**src/rtl/seq_fetch_unit.sv**
```systemverilog
// seq_fetch_unit: byte-serial Y86-64 instruction fetch over a handshaked
// byte-wide memory port, presenting decoded fields with a one-cycle strobe.
module seq_fetch_unit #(
   parameter int unsigned TIMEOUT = 16
) (
   input  logic        clk,
   input  logic        rst_n,
   input  logic        start,
   input  logic [63:0] pc_in,
   output logic        imem_req,
   output logic [63:0] imem_addr,
   input  logic [7:0]  imem_rdata,
   input  logic        imem_ack,
   input  logic        imem_err,
   output logic        busy,
   output logic [3:0]  icode,
   output logic [3:0]  ifun,
   output logic [3:0]  rA,
   output logic [3:0]  rB,
   output logic [63:0] valC,
   output logic [63:0] valP,
   output logic        instr_valid,
   output logic        instr_invalid,
   output logic        fetch_error
);
   typedef enum logic [1:0] {IDLE, FETCH, DONE} state_t;
   state_t state;
   logic [63:0] pc;
   logic [3:0]  byte_cnt, len, vc_start, vc_idx, b0_len;
   logic [5:0]  vc_sh;
   logic [31:0] wait_cnt;
   logic        has_reg, has_valc, timeout_hit;

   function automatic logic [3:0] len_of(input logic [3:0] ic);
      return (ic inside {4'h3, 4'h4, 4'h5}) ? 4'd10 :
             (ic inside {4'h7, 4'h8}) ? 4'd9 :
             (ic inside {4'h2, 4'h6, 4'hA, 4'hB}) ? 4'd2 : 4'd1;
   endfunction

   always_comb begin
      b0_len = len_of(imem_rdata[7:4]);
      has_reg = icode inside {4'h2, 4'h3, 4'h4, 4'h5, 4'h6, 4'hA, 4'hB};
      has_valc = icode inside {4'h3, 4'h4, 4'h5, 4'h7, 4'h8};
      vc_start = (icode inside {4'h3, 4'h4, 4'h5}) ? 4'd2 : 4'd1;
      vc_idx = byte_cnt - vc_start;
      vc_sh = 6'({vc_idx, 3'b000});
      timeout_hit = (TIMEOUT != 0) && (wait_cnt == TIMEOUT - 1);
   end

   assign imem_req = (state == FETCH);
   assign busy = (state != IDLE);
   assign instr_valid = (state == DONE);

   always_ff @(posedge clk or negedge rst_n) begin
      if (!rst_n) begin
         state <= IDLE;
         pc <= '0;
         imem_addr <= '0;
         byte_cnt <= '0;
         len <= '0;
         wait_cnt <= '0;
         icode <= '0;
         ifun <= '0;
         rA <= 4'hF;
         rB <= 4'hF;
         valC <= '0;
         valP <= '0;
         instr_invalid <= 1'b0;
         fetch_error <= 1'b0;
      end else begin
         case (state)
            IDLE: if (start) begin
               pc <= pc_in;
               imem_addr <= pc_in;
               byte_cnt <= '0;
               wait_cnt <= '0;
               rA <= 4'hF;
               rB <= 4'hF;
               valC <= '0;
               instr_invalid <= 1'b0;
               fetch_error <= 1'b0;
               state <= FETCH;
            end
            FETCH: if (imem_ack) begin
               wait_cnt <= '0;
               if (imem_err) begin
                  fetch_error <= 1'b1;
                  valP <= pc;
                  state <= DONE;
               end else begin
                  imem_addr <= imem_addr + 64'd1;
                  byte_cnt <= byte_cnt + 4'd1;
                  if (byte_cnt == 4'd0) begin
                     icode <= imem_rdata[7:4];
                     ifun <= imem_rdata[3:0];
                     len <= b0_len;
                     instr_invalid <= imem_rdata[7:4] > 4'hB;
                     if (b0_len == 4'd1) begin
                        valP <= pc + 64'd1;
                        state <= DONE;
                     end
                  end else begin
                     if (has_reg && byte_cnt == 4'd1) begin
                        rA <= imem_rdata[7:4];
                        rB <= imem_rdata[3:0];
                     end
                     // valC bytes arrive least-significant first
                     if (has_valc && byte_cnt >= vc_start)
                        valC[vc_sh +: 8] <= imem_rdata;
                     if (byte_cnt == len - 4'd1) begin
                        valP <= pc + 64'(len);
                        state <= DONE;
                     end
                  end
               end
            end else if (timeout_hit) begin
               fetch_error <= 1'b1;
               valP <= pc;
               state <= DONE;
            end else begin
               wait_cnt <= wait_cnt + 32'd1;
            end
            DONE: state <= IDLE;
            default: state <= IDLE;
         endcase
      end
   end
endmodule
```
**config.mk**
```make
export PLATFORM = sky130hd
export DESIGN_NAME = seq_fetch_unit
export DESIGN_NICKNAME = d
export VERILOG_FILES = /design/src/rtl/seq_fetch_unit.sv
export SDC_FILE = /design/constraint.sdc
export NUM_CORES = 1
export LEC_CHECK = 0
export CAP_MARGIN = 20
export CORE_ASPECT_RATIO = 0.7
export CORE_MARGIN = 2
export CORE_UTILIZATION = 25
export CTS_CLUSTER_SIZE = 30
export DETAILED_ROUTE_END_ITERATION = 10
export PLACE_DENSITY = 0.42
export SETUP_SLACK_MARGIN = 0.3
export SYNTH_ARGS = -nofsm -noshare
export SYNTH_HDL_FRONTEND = slang
export SYNTH_SLANG_ARGS = --single-unit
```
**constraint.sdc**
```tcl
create_clock -name clk -period 5.9 [get_ports clk]
set_input_delay 0.59 -clock clk [delete_from_list [all_inputs] [get_ports clk]]
set_output_delay 0.59 -clock clk [all_outputs]
set_load 0.005 [all_outputs]
```
Yosys cells after proc, flatten, opt, wreduce, memory -nomap -nowiden
Cells that the tools add are included.
{ "op_classes": {"n_addsub": 8, "magnitude_cmp": 2, "n_eq_ne": 38, "shifts": 2, "mux": 57, "n_bitwise": 1, "reduce_logical": 23} }
{ "op_table": {"columns": ["cell", "n"], "rows": [
  ["two-way mux 64 bit", 14],
  ["case mux 64 bit (2 select lines)", 2],
  ["adder 64 x 1 -> 64 bit (second input constant)", 2],
  ["two-way mux 32 bit", 3],
  ["adder 64 x 4 -> 64 bit", 1],
  ["bitwise mux 64 bit", 1],
  ["case mux 32 bit (2 select lines)", 1],
  ["variable shift 8 x 8 -> 64 bit (first input constant)", 1],
  ["indexed part select 8 x 8 -> 64 bit", 1],
  ["two-way mux 4 bit", 14],
  ["adder 32 x 1 -> 32 bit (second input constant)", 1],
  ["== test 32 x 4 -> 1 bit (second input constant)", 1],
  ["== test 4 x 3 -> 1 bit (second input constant)", 8],
  ["== test 4 bit (second input constant)", 6],
  ["case mux 4 bit (2 select lines)", 3],
  ["AND reduction 4 bit", 5],
  ["two-way mux 2 bit", 9],
  ["== test 4 x 2 -> 1 bit (second input constant)", 4],
  ["AND reduction 6 bit", 2],
  ["== test 4 x 1 -> 1 bit (second input constant)", 2],
  ["!= test 2 x 1 -> 1 bit (second input constant)", 4],
  ["negator 6 -> 8 bit", 1],
  ["nonzero test 2 bit", 4],
  ["two-way mux 1 bit", 7],
  ["29 further kinds", 34]
]} }
{ "totals": {"reg_bits": 316, "in_bits": 77, "output_inout_bits": 213, "elab_cells": 145} }

Depth between registers and ports, before layout
Gate-level depths: netlist of the first run.
{ "depth": {"depth_word": 12, "depth_mapped": 14} }

Least setup slack after synthesis of the first run
Ideal clock, no wire load.
{ "synth_timing": {"path_kind": "reg2reg", "start": "register icode[1]", "end": "register valC[32]", "setup_ps": 67, "arrival_time_ps": 3418, "required_time_ps": 5833, "slack_ps": 2415, "stages_incl_launch_ff": 15, "path_buffers": 2, "cell_sequence": "dfrtp_1 > nand2_1 > or2_2 > a21oi_1 > inv_1 > ha_1 > fa_1 > ha_1 > ha_1 > clkbuf_1 > nand2b_1 > a211oi_1 > and2_1 > clkbuf_1 > a22o_1"} }
{ "synth_between": {"elab_chain_len": 12, "word_cells_on_any_way": 22} }
{ "synth_rtl": {"columns": ["element", "line_no", "source"], "rows": [
  ["start: declaration", "16", "output logic [3:0] icode,"],
  ["start signal: assignment", "94", "icode <= imem_rdata[7:4];"],
  ["== test 4 x 2 -> 1 bit or == test 4 x 3 -> 1 bit (tied branches)", "43, 44", null],
  ["nonzero test 3 bit", "44", "vc_start = (icode inside {4'h3, 4'h4, 4'h5}) ? 4'd2 : 4'd1;"],
  ["two-way mux 2 bit", "44", null],
  ["subtractor 3 x 2 -> 3 bit", "45", "vc_idx = byte_cnt - vc_start;"],
  ["negator 6 -> 8 bit", "109", "valC[vc_sh +: 8] <= imem_rdata;"],
  ["indexed part select 8 x 8 -> 64 bit or variable shift 8 x 8 -> 64 bit (tied branches)", "109", null],
  ["bitwise mux 64 bit", "109", null],
  ["two-way mux 64 bit", "108", "if (has_valc && byte_cnt >= vc_start)"],
  ["two-way mux 64 bit", "93", "if (byte_cnt == 4'd0) begin"],
  ["two-way mux 64 bit", "86", "if (imem_err) begin"],
  ["two-way mux 64 bit", "84", "FETCH: if (imem_ack) begin"],
  ["case mux 64 bit (2 select lines)", "71", "case (state)"],
  ["end signal: indexed assignment", "109", null],
  ["end: declaration", "20", "output logic [63:0] valC,"]
]} }
Parallel ways exist; a longest one is shown, timed or not. The select of a mux whose other input is x is not followed.
A chain may end at the register's enable or synchronous reset.

Worst setup path after layout of the first run
{ "layout_timing": {"start": "register byte_cnt[1]", "end": "register valP[60]"} }
{ "layout_between": {"elab_chain_len": 4, "word_cells_on_any_way": 8} }
{ "layout_rtl": {"columns": ["element", "line_no", "source"], "rows": [
  ["start: declaration", "29", "logic [3:0] byte_cnt, len, vc_start, vc_idx, b0_len;"],
  ["start signal: assignment", "92", "byte_cnt <= byte_cnt + 4'd1;"],
  ["parallel branches: the longest is 4 deep, another holds == test 4 bit", null, null],
  ["end signal: assignment", "88", "valP <= pc;"],
  ["end signal: assignment", "99", "valP <= pc + 64'd1;"],
  ["end signal: assignment", "111", "valP <= pc + 64'(len);"],
  ["end: declaration", "21", "output logic [63:0] valP,"]
]} }
Parallel ways; which one is timed is not known.

==> results of run 1 <==
## state kept, by name (all words and copies together), names as in the netlist
register and flops:
rB 4, imem_addr 64, ifun 4, icode 4, wait_cnt 32, rA 4
pc 64, valC 64, len 3, valP 64, instr_invalid 1, byte_cnt 4
fetch_error 1, state 2
## report_power, final
part / total [mW] / switching (mW) / internal, mW
registers: 3.89 / 0.899 / 2.99
clock network: 2.50 / 1.00 / 1.49
logic: 4.33 / 2.27 / 2.06
## synth_stat cells, types with 7 or more instances
master     number  area [sq um]
dfrtp_1       307          7680
nor2_1        111           417
xor2_1         22           193
buf_1          21          78.8
o21ai_0       130           651
and2_1         23           144
a211oi_1        7          52.6
a21oi_1        64           320
a21o_1          7          52.6
a31oi_1        11          68.8
buf_2           9          45.0
mux2_2          7          78.8
nor4_1         19           119
or3_1          12          75.1
or4_1           7          52.6
xnor2_1        69           604
a22oi_1        11          82.6
and3_1         22           138
nand2b_1       12          75.1
and4_1          9          78.8
inv_1          32           120
nand3_1        74           370
o22ai_1        11          68.8
mux2i_1        11           110
clkbuf_1       60           225
dfstp_2         8           210
ha_1           13           163
nor4_2          8           100
nor3_1         61           305
a2bb2oi_1      10          87.6
nand2_1       348          1310
o21ai_1        14          70.1
nand4_1        32           200
a22o_1         67           587
## final cells by class
type / instances / area (sq um)
well taps: 829 / 1040
clock buffers: 50 / 1070
inverters: 33 / 125
clock inverters: 18 / 228
flip-flops and latches: 315 / 7890
fillers: 6435 / 42000
multi-input cells: 1280 / 7490
repair buffers: 309 / 3080
## stage by stage
stage | utilization [%] | area [sq um]
after global placement | 31.1 | 19600
after detailed placement | 31.2 | 19600
after floorplan | - | 15800
after global routing | 33.3 | 20900
final | 33.3 | 20900
after CTS | 33.3 | 20900
## logic make-up after synthesis
family,synth area share (%)
compound gates,15.3
xor+xnor,5.03
fa+ha+maj,1.28
buf+inv,3.13
flops,49.8
mux,1.19
simple gates,24.3
## layer usage
metal | part of all wire (%) | vias to the layer above
met4 | 1.6 | 6
met3 | 6.3 | 66
met5 | 0.060 | -
met1 | 49 | 6687
met2 | 43 | 344
li1 | - | 6608
## worst max path at each step
| stage | slack [ns] | depth (start not counted) | endpoint |
|---|---|---|---|
| detailed placement | 1.75 | 12 | valP[58] |
| global placement | 1.85 | 12 | valP[44] |
| global route | 1.31 | 12 | valP[56] |
| CTS | 1.69 | 12 | valP[60] |
| finish | 1.73 | 12 | valP[60] |
| floorplan | 2.41 | 14 | valC[32] |
## worst max-delay path: cells and delay by family (launching register included)
kind	cells	cell delay, ns
xor gates and xnor gates	1	0.16
AOI/OAI and AO/OA	2	0.28
DFF	1	0.43
adders and majority gates	3	0.63
buffers and inverters	1	0.16
and+or+nand+nor	5	2.30
==> results.json, run 1 <==
{
  "status": "finished clean",
  "irDropWorstVdd_mv": 0.244,
  "std_cell_rows": 77,
  "ys_seq_elements": 315,
  "tns_ns": 0,
  "worstReg2RegStart": "byte_cnt[1]",
  "slowest_delay_ns": 0.64,
  "crit_path_start_kind": "register",
  "finalNonFillerCells": 2834,
  "avgSynthCellArea_sq_um": 9.20,
  "timing.critical_path.mode_cell": "ha_1",
  "grt_pass1_wl_microns": 87400,
  "io_pins": 290,
  "synthCells": 1721,
  "critical_path_class": "register to register",
  "synth_edf_count": 0,
  "grt_remaining_overflow": 0,
  "fin_total_pwr_mw": 10.7,
  "track_usage_pct": 17.2,
  "pre_cts_ws_ns": 1.75,
  "met3_usage_pct": 4.57,
  "powerDensity_nw_per_um2": 512,
  "initial_core_util_pct": 25.2,
  "synth_ff_type": "dfrtp_1",
  "syn-cell-area_sq_um": 15800,
  "required_ns": 6.29,
  "cp_max_fo": 17,
  "ys_warn_count": 0,
  "hold-worst-slack_ns": 0.117,
  "grt_busiest_layer": "met2",
  "cp_slowest_cell": "nand4_2",
  "relSlewSlack_pct": 29.0,
  "cp-startpoint": "byte_cnt[1]",
  "cap_violations": 0,
  "r2r-end": "valP[60]",
  "r2r_slack_ns": 1.73,
  "cts-resized-gates": 0,
  "drive_above_1_share_pct": 7.33,
  "clk-insertion-delay-late_ns": 0.56,
  "cts_buffers": 37,
  "fin_crit_ns": 4.17,
  "grt_setup_unrepaired": "no",
  "fp.dieArea_sq_um": 65400,
  "clock-sinks": 315,
  "finalMaxSlewViolations": 0,
  "drc": 0,
  "clockBufferDepth": 3,
  "root_buffer": "clkbuf_16",
  "antenna_cells": 0,
  "first_pass_iters": 6,
  "setup_viol": 0,
  "fp.dieW_microns": 305,
  "via_per_inst": 4.84,
  "finalHoldViolations": 0,
  "grt_antenna_before_repair": 3,
  "fmax_mhz": 240,
  "io_buffers": 289,
  "rr_worst_depth": 12,
  "grt_max_degree": 157,
  "cts_tree": "built",
  "tightestPinTransition_ns": 1.06,
  "die_h_microns": 215,
  "first_global_vias": 13600,
  "clk_pin_slew_ns": 0.07,
  "yosysSeqAreaShare_pct": 49.8,
  "drtIter0Drc": 867,
  "drt.antenna.violating_nets": 0,
  "setup_slack_ns": 1.73,
  "core-area_sq_um": 62900,
  "routed_wl_microns": 56800,
  "synthToLayoutAreaGrowth_pct": 32.2,
  "p_leak_nw": 8.52,
  "arrival_ns": 4.56,
  "hp-class": "primary input to asynchronous set/reset pin",
  "critPathCaptureType": "register",
  "layout_commonest_cell": "nand2_1",
  "syn_nets": 1813,
  "use_met1_pct": 25.1,
  "period_share_pct": 70.6,
  "wl_per_cell_microns": 20.1,
  "postCtsSetupRepairBufs": 0,
  "cts_hold_buf": 0,
  "num_vias": 13700,
  "h-tree-depth": 2,
  "gp_congestion": 0.797,
  "use_met2_pct": 25.5,
  "dp_hpwl_microns": 41000,
  "yosysUniqueCellTypes": 77,
  "crit_chain": "inv_1 > ha_1 > nor3b_2 > or2_2 > ha_1 > fa_1 > a31oi_1 > nor4b_4 > nand4_2 > nor3_1 > xnor2_1 > o21ai_0",
  "final_nets": 2068,
  "mostFrequentLayoutCells": "347 x nand2_1, 307 x dfrtp_1, 288 x clkdlybuf4s50_1",
  "skew_ns": 0.0245,
  "dp.cells": 2766,
  "synthArstFlopShare_pct": 100
}
Power figures use the tool's default switching activity.
==> run 2, diff against run 1 <==
- clock period: 5.9 -> 4.1 ns (I/O delays scaled with it)
==> run 2 against run 1 <==
- global-route usage about the same
- power rose by 45%
- routed wire length up 0.95%
- via count is 1.8% higher
- fmax grew 16%
- combinational power rose by 47%
- sequential power rose by 44%
- die area unchanged
- register-to-register slack worse by 1.2 ns
- critical path depth unchanged
- cell count increased by 0.88%
==> results.json, run 2 (synthesis gave the netlist of run 1 again) <==
{
  "fp.dieW_microns": 305,
  "pwr-share-clk_pct": 22.7,
  "switching_power_mw": 6.09,
  "tightestPinTransition_ns": 0.914,
  "num_vias": 14000,
  "routed_wl_microns": 57400,
  "wl_per_cell_microns": 20.1,
  "period_share_pct": 87.4,
  "io_buffers": 289,
  "irDropWorstVdd_mv": 0.309,
  "grt_antenna_before_repair": 4,
  "clk-insertion-delay-late_ns": 0.56,
  "p_leak_nw": 8.66,
  "gp_congestion": 0.789,
  "seqPwrFrac_pct": 36.1,
  "core-area_sq_um": 62900,
  "crit_path_start_kind": "register",
  "relSlewSlack_pct": 38.9,
  "grt_pass1_wl_microns": 87100,
  "pre_cts_ws_ns": 0.302,
  "io_pins": 290,
  "grt_max_degree": 130,
  "fin_total_pwr_mw": 15.5,
  "die_h_microns": 215,
  "final_nets": 2092,
  "fp.dieArea_sq_um": 65400,
  "multiInputGateArea_sq_um": 7560,
  "cts_tree": "built",
  "grt_setup_unrepaired": "no",
  "arrival_ns": 4.08,
  "mostFrequentLayoutCells": "347 x nand2_1, 307 x dfrtp_1, 288 x clkdlybuf4s50_1",
  "crit_family": "adder cells",
  "critical_path_class": "register to register",
  "h-tree-depth": 2,
  "track_usage_pct": 17.2,
  "fmax_mhz": 279,
  "critPathCaptureType": "register",
  "fin_crit_ns": 3.59,
  "drc": 0,
  "cap_violations": 0,
  "setup_slack_ns": 0.515,
  "crit_chain": "nand2_1 > or2_2 > a21oi_2 > inv_1 > ha_1 > fa_1 > ha_1 > ha_2 > nand2b_1 > a211oi_2 > and2_2 > a22o_1",
  "hold-worst-slack_ns": 0.430,
  "root_buffer": "clkbuf_16",
  "cts_buffers": 37,
  "clockBufferDepth": 3,
  "status": "finished clean",
  "initial_core_util_pct": 25.2,
  "timing.critical_path.mode_cell": "ha_1",
  "finalHoldViolations": 0,
  "skew_ns": 0.0226,
  "drt.antenna.violating_nets": 0,
  "grt_remaining_overflow": 0,
  "drive_above_1_share_pct": 8.67,
  "required_ns": 4.59,
  "regArea_sq_um": 7890,
  "layout_commonest_cell": "nand2_1",
  "first_global_vias": 13600,
  "finalMaxSlewViolations": 0,
  "p_comb_share_pct": 41.2,
  "clk_pin_slew_ns": 0.06,
  "drtIter0Drc": 951,
  "synthToLayoutAreaGrowth_pct": 33.7,
  "p_sw_share_pct": 39.3,
  "std_cell_rows": 77,
  "setup_viol": 0,
  "first_pass_iters": 5,
  "fillerInstances": 6501,
  "dp_hpwl_microns": 41800,
  "powerDensity_nw_per_um2": 732,
  "tns_ns": 0,
  "r2r_slack_ns": 0.51,
  "clock-sinks": 315,
  "worst-path-buf-inv": 1,
  "cp_max_fo": 8,
  "cp_slowest_cell": "fa_1",
  "via_per_inst": 4.88,
  "hp-class": "primary input to asynchronous set/reset pin",
  "cell_internal_pwr_mw": 9.41,
  "slowest_delay_ns": 0.50
}
==> run 2: changes by cell type in the layout (fill, tap and decap cells not counted), sizes merged <==
cell         before  now
clkbuf           50   56
dlygate4sd3       0    1
clkinv           11    8
diode             0    1
buf              21   44
bufinv            5    3
clkinvlp          2    1
==> run 2: what timing repair did <==
item	CTS	global route
endpoints found under the setup margin	9	85
gates resized for setup	1	12
gates cloned	0	0
buffers inserted	0	0
hold buffers	1	0
endpoints found under the hold margin	69	0
==> run 2: final timing paths <==
kind / endpoint / depth (start not counted) / start
worst max-delay path: valC[34] / 12 / icode[1]
worst min-delay path: imem_addr[39] / 2 / rst_n
worst max register to register: valC[34] / 12 / icode[1]
worst min register to register: valP[53] / 2 / valP[53]
max in group asynchronous: pc[59] / 3 / rst_n
min in group clk: pc[2] / 3 / pc_in[2]
==> run 2: layout make-up <==
| class | instances | area share (%) |
|---|---|---|
| flip-flops and latches | 315 | 37.3 |
| clock buffers | 56 | 5.29 |
| clock inverters | 12 | 0.668 |
| multi-input cells | 1280 | 35.7 |
| inverters | 33 | 0.591 |
| well taps | 829 | 4.90 |
| diodes | 1 | 0.0118 |
| repair buffers | 333 | 15.6 |
==> run 2: power groups by stage <==
stage	Combinational [mW]	Sequential, mW	Clock [mW]
2_1_floorplan	3.27	5.33	0
3_3_place_gp	6.34	5.62	0
3_5_place_dp	6.38	5.63	0
4_1_cts	6.41	5.60	3.62
5_1_grt	7.08	5.79	3.73
6_report	6.38	5.60	3.52
==> run 2: per-stage QoR <==
step	utilization, %	area [sq um]	std cells
final	33.6	21200	2859
after global routing	33.6	21200	2858
after CTS	33.5	21100	2857
after detailed placement	31.5	19800	2788
after global placement	31.5	19800	2788
after floorplan	-	15800	1721
==> run 2: metal layers <==
metal	up-vias	part of all wire, %	routed length, microns	global-route usage [%]
li1	6660	-	-	-
met1	6882	48	27800	25.0
met2	335	44	25000	25.6
met3	70	6.0	3440	3.99
met4	4	2.0	1120	4.17
met5	-	0.047	27	0
==> run 3, diff against run 2 <==
- CAP_MARGIN: 20 -> not set
==> run 3 against run 2 <==
- setup slack improved by 0.00068 ns
- count of clock-buffer cells in the layout did not move
- clock skew rose by 0.00056 ns
- worst hold slack improved by 0.0051 ns
- combinational power barely moved
- power barely moved
- core utilization barely moved
- sequential power barely moved
- sequential cell count did not move
- non-clock buffer count fell by 1
- largest power group unchanged
==> results.json, run 3 (synthesis gave the netlist of run 1 again) <==
{
  "io_buffers": 289,
  "core-area_sq_um": 62900,
  "irDropWorstVdd_mv": 0.309,
  "finalInstanceArea_sq_um": 21200,
  "fmax_mhz": 279,
  "wl_per_cell_microns": 20.1,
  "layout_commonest_cell": "nand2_1",
  "arrival_ns": 4.08,
  "fin_crit_ns": 3.58,
  "r2r_slack_ns": 0.52,
  "drc": 0,
  "final_util_pct": 33.6,
  "routed_wl_microns": 57400,
  "fillerInstances": 6501,
  "p_leak_nw": 8.66,
  "track_usage_pct": 17.2,
  "final_nets": 2091,
  "crit_path_start_kind": "register",
  "setup_slack_ns": 0.516,
  "synthToLayoutAreaGrowth_pct": 33.6,
  "clk-insertion-delay-late_ns": 0.56,
  "dp_hpwl_microns": 41800,
  "required_ns": 4.59,
  "hp-class": "primary input to register",
  "gp_congestion": 0.789,
  "status": "finished clean",
  "relSlewSlack_pct": 31.3,
  "fp.dieW_microns": 305,
  "tns_ns": 0,
  "drtIter0Drc": 1024,
  "period_share_pct": 87.4,
  "finalMaxSlewViolations": 0,
  "h-tree-depth": 2,
  "clk_pin_slew_ns": 0.06,
  "powerDensity_nw_per_um2": 733,
  "min_from": "pc_in[2]",
  "num_vias": 13900,
  "grt_max_degree": 130,
  "pre_cts_ws_ns": 0.302,
  "drive_above_1_share_pct": 8.63,
  "std_cell_rows": 77,
  "rr_worst_depth": 12,
  "drt.antenna.violating_nets": 0,
  "hold_depth": 3,
  "finalHoldViolations": 0,
  "setup_viol": 0,
  "die_h_microns": 215,
  "mostFrequentLayoutCells": "347 x nand2_1, 307 x dfrtp_1, 288 x clkdlybuf4s50_1",
  "clockBufferDepth": 3,
  "critPathCaptureType": "register",
  "via_per_inst": 4.86,
  "grt_remaining_overflow": 0,
  "placed_cell_area_sq_um": 19800,
  "min_to": "pc[2]",
  "worstReg2RegStart": "icode[1]",
  "clock-sinks": 315,
  "first_global_vias": 13600,
  "cts_tree": "built",
  "grt_pass1_wl_microns": 87100,
  "first_pass_iters": 5,
  "tightestPinTransition_ns": 1.02,
  "skew_ns": 0.0231,
  "fp.dieArea_sq_um": 65400,
  "cp_max_fo": 8,
  "root_buffer": "clkbuf_16",
  "initial_core_util_pct": 25.2,
  "r2r-end": "valC[34]",
  "critical_path_class": "register to register",
  "grt_setup_unrepaired": "no",
  "cts_buffers": 37,
  "io_pins": 290,
  "cap_violations": 0,
  "grt_antenna_before_repair": 4
}
==> run 3: worst max path at each step <==
stage	end	from
floorplan	valC[32]	icode[1]
global placement	valC[34]	icode[1]
detailed placement	valP[63]	byte_cnt[1]
CTS	valC[32]	icode[1]
global route	valC[32]	icode[1]
finish	valC[34]	icode[1]
==> run 3: cell type report <==
type                            count  area [sq um]  area share (%)
Sequential cell                   315          7890            37.3
Multi-Input combinational cell   1280          7560            35.7
Timing Repair Buffer              332          3290            15.5
Clock buffer                       56          1120            5.29
Tap cell                          829          1040            4.90
Clock inverter                     12           141           0.668
Inverter                           33           125           0.591
Antenna cell                        1          2.50          0.0118
==> run 3: worst max-delay path, cell delays in order (launching register included) <==
cell and delay, ns:
dfrtp_1 0.44, nand2_1 0.10, or2_2 0.29, a21oi_2 0.20, inv_1 0.09, ha_1 0.20, fa_1 0.50, ha_1 0.23
ha_2 0.43, nand2b_1 0.21, a211oi_2 0.37, and2_2 0.30, a22o_1 0.17
==> run 3: metal layers <==
metal,up-vias,global-route usage (%),part of all wire [%]
met5,-,0,0.047
met4,4,4.17,2.0
met3,74,3.99,5.6
met2,313,25.6,44
met1,6839,25.0,49
li1,6648,-,-
==> run 3: stage by stage <==
| step | power [mW] | hold slack (ns) | instances |
|---|---|---|---|
| 3_5_place_dp | 12.0 | 0.471 | 2788 |
| 5_1_grt | 16.6 | 0.436 | 2857 |
| 6_report | 15.5 | 0.435 | 2858 |
| 4_1_cts | 15.6 | 0.412 | 2857 |
| 3_3_place_gp | 12.0 | 0.463 | 2788 |
| 2_1_floorplan | 8.60 | 0.114 | 1721 |
==> run 3: what timing repair did <==
action	CTS	global route
hold buffers	1	0
setup endpoints to repair	9	85
resized for setup	1	12
buffers inserted	0	0
endpoints found under the hold margin	69	0
==> run 3: power by group <==
part	internal, mW	switching (mW)
registers	4.31	1.30
clock network	2.08	1.44
logic	3.02	3.36
